File: config.mk
export PLATFORM = sky130hd
export DESIGN_NAME = if_fetch_unit
export DESIGN_NICKNAME = d
export VERILOG_FILES = /design/src/rtl/rv_pipe_pkg.sv /design/src/rtl/if_id_reg.sv /design/src/rtl/if_fetch_unit.sv
export SDC_FILE = /design/constraint.sdc
export NUM_CORES = 1
export LEC_CHECK = 0
export ABC_CLOCK_PERIOD_IN_PS = 3300
export BUFFER_PORTS_ARGS = -buffer_cell sky130_fd_sc_hd__buf_4
export CAP_MARGIN = 5
export CORE_MARGIN = 2
export CORE_UTILIZATION = 35
export CTS_CLUSTER_SIZE = 16
export DETAILED_ROUTE_END_ITERATION = 8
export PLACE_DENSITY = 0.59
export SYNTH_ARGS = -nofsm -noshare
export SYNTH_HDL_FRONTEND = slang
export SYNTH_SLANG_ARGS = --single-unit
export TNS_END_PERCENT = 1
File: constraint.sdc
create_clock -name clk -period 3.3 [get_ports clk]
set_clock_uncertainty 0.1 [all_clocks]
set_input_delay 0.165 -clock clk [delete_from_list [all_inputs] [get_ports clk]]
set_output_delay 0.165 -clock clk [all_outputs]
set_load 0.02 [all_outputs]
File: src/rtl/rv_pipe_pkg.sv
// Shared pipeline types: bubble word, fetch FSM states, IF/ID bundle,
// and the fetch-address legality check.
package rv_pipe_pkg;

  localparam logic [31:0] NOP_INSTR = 32'h0000_0013;

  typedef enum logic [1:0] {
    RUN,
    HALTED,
    FAULT
  } fetch_state_t;

  typedef struct packed {
    logic [31:0] pc;
    logic [31:0] pc4;
    logic [31:0] instr;
    logic        valid;
  } if_id_t;

  // Word-aligned and inside the instruction memory; 33-bit compare avoids overflow.
  function automatic logic fetch_addr_ok(input logic [31:0] addr, input int unsigned words);
    return (addr[1:0] == 2'b00) && ({1'b0, addr} < (33'(words) << 2));
  endfunction

endpackage

File: src/rtl/if_id_reg.sv
// Pipeline stage register with hold (stall) and bubble (flush) controls.
// Flush takes precedence over hold; a bubble keeps the pc fields.
module if_id_reg
  import rv_pipe_pkg::*;
#(
  parameter logic [31:0] BUBBLE_INSTR = rv_pipe_pkg::NOP_INSTR
) (
  input  logic   clk,
  input  logic   reset,
  input  logic   hold,
  input  logic   flush,
  input  if_id_t d,
  output if_id_t q
);

  if_id_t q_reg;

  always_ff @(posedge clk) begin
    if (reset) begin
      q_reg.pc    <= 32'd0;
      q_reg.pc4   <= 32'd4;
      q_reg.instr <= BUBBLE_INSTR;
      q_reg.valid <= 1'b0;
    end else if (flush) begin
      q_reg.instr <= BUBBLE_INSTR;
      q_reg.valid <= 1'b0;
    end else if (!hold) begin
      q_reg <= d;
    end
  end

  assign q = q_reg;

endmodule

File: src/rtl/if_fetch_unit.sv
// Instruction-fetch stage: owns the PC, drives the instruction memory and
// fills IF/ID, with stall, redirect, halt and sticky fetch-fault handling.
module if_fetch_unit #(
  parameter logic [31:0] RESET_PC   = 32'h0000_0000,
  parameter int unsigned IMEM_WORDS = 1024,
  parameter logic [31:0] NOP_INSTR  = rv_pipe_pkg::NOP_INSTR
) (
  input  logic        clk,
  input  logic        reset,
  output logic [31:0] imem_pc,
  input  logic [31:0] imem_instr,
  input  logic        stall,
  input  logic        redirect,
  input  logic [31:0] redirect_target,
  input  logic        halt_req,
  output logic [31:0] if_id_pc,
  output logic [31:0] if_id_pc4,
  output logic [31:0] if_id_instr,
  output logic        if_id_valid,
  output logic        fetch_fault,
  output logic [31:0] fault_pc,
  output logic [31:0] fetch_count
);

  import rv_pipe_pkg::*;

  fetch_state_t state_reg;
  logic [31:0]  pc_reg;
  logic         fault_reg;
  logic [31:0]  fault_pc_reg;
  logic [31:0]  count_reg;

  logic [31:0]  pc4_next;
  logic         seq_ok;
  logic         target_ok;
  logic         ifid_flush;
  logic         ifid_hold;
  if_id_t       ifid_d;
  if_id_t       ifid_q;

  assign pc4_next  = pc_reg + 32'd4;
  assign seq_ok    = (pc_reg != 32'hFFFF_FFFC) && fetch_addr_ok(pc4_next, IMEM_WORDS);
  assign target_ok = fetch_addr_ok(redirect_target, IMEM_WORDS);

  assign ifid_d.pc    = pc_reg;
  assign ifid_d.pc4   = pc4_next;
  assign ifid_d.instr = imem_instr;
  assign ifid_d.valid = 1'b1;

  // Outside RUN, and on any redirect or halt, IF/ID only ever sees bubbles.
  always_comb begin
    ifid_flush = 1'b1;
    ifid_hold  = 1'b0;
    if (state_reg == RUN && !redirect && !halt_req) begin
      ifid_flush = 1'b0;
      ifid_hold  = stall;
    end
  end

  always_ff @(posedge clk) begin
    if (reset) begin
      state_reg    <= RUN;
      pc_reg       <= RESET_PC;
      fault_reg    <= 1'b0;
      fault_pc_reg <= 32'd0;
      count_reg    <= 32'd0;
    end else begin
      case (state_reg)
        RUN, HALTED: begin
          if (redirect) begin
            if (target_ok) begin
              pc_reg    <= redirect_target;
              state_reg <= RUN;
            end else begin
              state_reg    <= FAULT;
              fault_reg    <= 1'b1;
              fault_pc_reg <= redirect_target;
            end
          end else if (state_reg == RUN) begin
            if (halt_req) begin
              state_reg <= HALTED;
            end else if (!stall) begin
              // The current word is delivered even when its successor is illegal.
              count_reg <= count_reg + 32'd1;
              if (seq_ok) begin
                pc_reg <= pc4_next;
              end else begin
                state_reg    <= FAULT;
                fault_reg    <= 1'b1;
                fault_pc_reg <= pc4_next;
              end
            end
          end
        end
        FAULT: begin
        end
        default: state_reg <= RUN;
      endcase
    end
  end

  if_id_reg #(
    .BUBBLE_INSTR(NOP_INSTR)
  ) u_if_id (
    .clk  (clk),
    .reset(reset),
    .hold (ifid_hold),
    .flush(ifid_flush),
    .d    (ifid_d),
    .q    (ifid_q)
  );

  assign imem_pc     = pc_reg;
  assign if_id_pc    = ifid_q.pc;
  assign if_id_pc4   = ifid_q.pc4;
  assign if_id_instr = ifid_q.instr;
  assign if_id_valid = ifid_q.valid;
  assign fetch_fault = fault_reg;
  assign fault_pc    = fault_pc_reg;
  assign fetch_count = count_reg;

endmodule

==> impl_metrics.tcl <==
set metrics [dict create \
    overflow 0 \
    netlist.area_leader.share_pct 45.7 \
    die_x_um 160 \
    cp.required_ns 3.52 \
    grt_pass1_vias 7589 \
    final_cells 1597 \
    p_total_mw 5.21 \
    place_hpwl_mm 19.7 \
    grt_max_degree 84 \
    hold_path_class "in -> reg" \
    maxCapViolations 0 \
    pin_count 263 \
    clock_path_buffers 2 \
    slowest_delay_ns 0.43 \
    ys_async_sr_fraction_pct 0 \
    utilization_pct 49.1 \
    cts_tree "yes" \
    rsz0062_at_grt "true" \
    syn-mean-instance-area_um2 8.83 \
    crit_family "compound AO/OA/AOI/OAI gates" \
    vias 7874 \
    setup_viol 0 \
    clkSlewWorstSetupHoldPaths_ns 0.08 \
    cts_inserted_buffers 17 \
    syn_nets 1033 \
    synth-edff-count 0 \
    powerDensity_nw_per_um2 440 \
    post-route-min-period_ns 3.05 \
    htree_levels 4 \
    cts_num_sinks 194 \
    use_met3_pct 4.55 \
    synth_top_area_cell "dfxtp_1" \
    slew_viol_final 0 \
    yosysUniqueCellTypes 62 \
    via_per_inst 4.93 \
    nets 1331 \
    fin_area_um2 11800 \
    startpoint "imem_pc[3]$_SDFFE_PP0P_" \
    core_um2 24100 \
    drc 0 \
    dr.pass1.iters 5 \
    antenna_found_initial 0 \
    routed_wl_mm 27.1 \
    root_buffer "clkbuf_16" \
    cp_slowest_cell "dfxtp_1" \
    yosysSeqAreaShare_pct 45.7 \
    critPathMaxFanout 11 \
    worstHoldStart "reset" \
    area_growth_pct 39.3 \
    initial_utilization_pct 35.3 \
    synth_commonest_cells "194 x dfxtp_1, 160 x nand2_1, 110 x nor2_1, 63 x mux2i_1, 42 x a21oi_1" \
    globalplace.congestion 0.867 \
    fmax_ghz 0.327 \
    synthTopCellsByArea "dfxtp_1 46%, mux2i_1 7.4%, nand2_1 7.1%" \
    path_buf_inv 1 \
    n_antenna_cell 0 \
    use_met2_pct 33.0 \
    syn_area_um2 8500 \
    layout-drive-gt1-share_pct 28.3 \
    largest_reg_flops 95 \
    path_cells "ha_1 > nand4_1 > nor4_1 > buf_4 > a211oi_1 > o211a_1 > o221a_2 > a31o_4 > mux2_4" \
    place_area_um2 10700 \
    die_area_um2 25500 \
    synth-seq-cells 194 \
    grt.busiest_layer "met2" \
    yosys.cell_count.top_type "dfxtp_1" \
    timing_worst_setup_path_type "reg -> reg" \
    dp.cells 1513 \
    yosys_warnings 0 \
    insertion_delay_ns 0.43 \
    numPortBuffers 262 \
    grtUsageTotal_pct 20.9 \
    worst_ep_arrival_time_ns 3.28 \
    grt_pass1_wl_mm 42.4 \
    start_kind "flop" \
    max_slew.worst_pin.slew_ns 0.940 \
    wl_per_cell_um 17.0 \
    reg2reg_from "imem_pc[3]$_SDFFE_PP0P_" \
    synth_cells 962 \
    post-route-period-util_pct 92.6 \
    synth_flop_cell "dfxtp_1" \
    grtUsageMet1_pct 28.5 \
    irDropWorstVdd_uv 287 \
    hold_viol_final 0 \
    slew_headroom_pct 37.2 \
    drtIter0Drc 498 \
    ant_nets 0 \
    status "finished clean" \
    num_rows 57 \
    p_leak_nw 5.08 \
    fp.dieH_um 160 \
    critPathCaptureType "flop" \
]
## layout by cell type (no fill, tap or decap), drive strengths merged, types with 17 or more instances in the layout
| cell | instances |
|---|---|
| nor2 | 110 |
| xnor2 | 31 |
| dlygate4sd3 | 47 |
| nor4 | 18 |
| nand2 | 160 |
| a21oi | 42 |
| mux2i | 63 |
| a211oi | 30 |
| buf | 304 |
| dfxtp | 194 |
| clkbuf | 18 |
| xor2 | 24 |
| o21ai | 17 |
| and2 | 27 |
| nand3 | 32 |
## layer usage
metal  up-vias  wire, um
li1       3916         -
met1      3679     12600
met2       245     12300
met3        34      1460
met4         0       719
met5         -         0
## worst paths after layout
check                                  to  slack [ns]  cells after the start
max reg2reg     fault_pc[24]$_SDFFE_PP0P_        0.25                      9
min          fetch_count[25]$_SDFFE_PP0P_        0.02                      2
min reg2reg     u_if_id.q[0]$_SDFFE_PP0N_        0.35                      2
max             fault_pc[24]$_SDFFE_PP0P_        0.25                      9
## repair_timing
action                                  4_1_cts  5_1_grt
hold buffers                                 47        0
hold endpoints to repair                     48        0
resized for setup                             0        0
endpoints found under the setup margin        0       42
setup buffers                                 0        5
## cells by family (layout without fill, tap and decap cells)
family	Yosys count	count (layout)	synth area share [%]
compound gates	136	136	10.7
fa+ha+maj	2	2	0.294
xor+xnor	55	55	5.67
flops	194	194	45.7
buf+inv	81	392	5.64
mux	68	68	8.26
simple gates	426	426	23.7
## area by class of cell
| class | count | area, um^2 |
|---|---|---|
| clock buffers | 18 | 439 |
| repair buffers | 351 | 2770 |
| well taps | 324 | 405 |
| flip-flops and latches | 194 | 3880 |
| clock inverters | 14 | 170 |
| fillers | 2350 | 12300 |
| multi-input cells | 687 | 4140 |
| inverters | 9 | 33.8 |
## through the flow
step | TNS (ns) | setup slack (ns) | hold slack [ns]
floorplan | 0 | 0.195 | 0.209
global placement | 0 | 0.320 | 0.294
detailed placement | 0 | 0.227 | 0.304
CTS | 0 | 0.202 | 0.00338
global route | -0.596 | -0.0464 | 0.00581
finish | 0 | 0.246 | 0.0177
## where the power goes
group | internal, mW | leakage (nW) | switching [mW]
clock | 1.16 | 0.293 | 0.989
combinational | 0.281 | 3.21 | 0.337
sequential | 2.40 | 1.57 | 0.0387
Note: power is estimated with default switching activity, not from simulation.
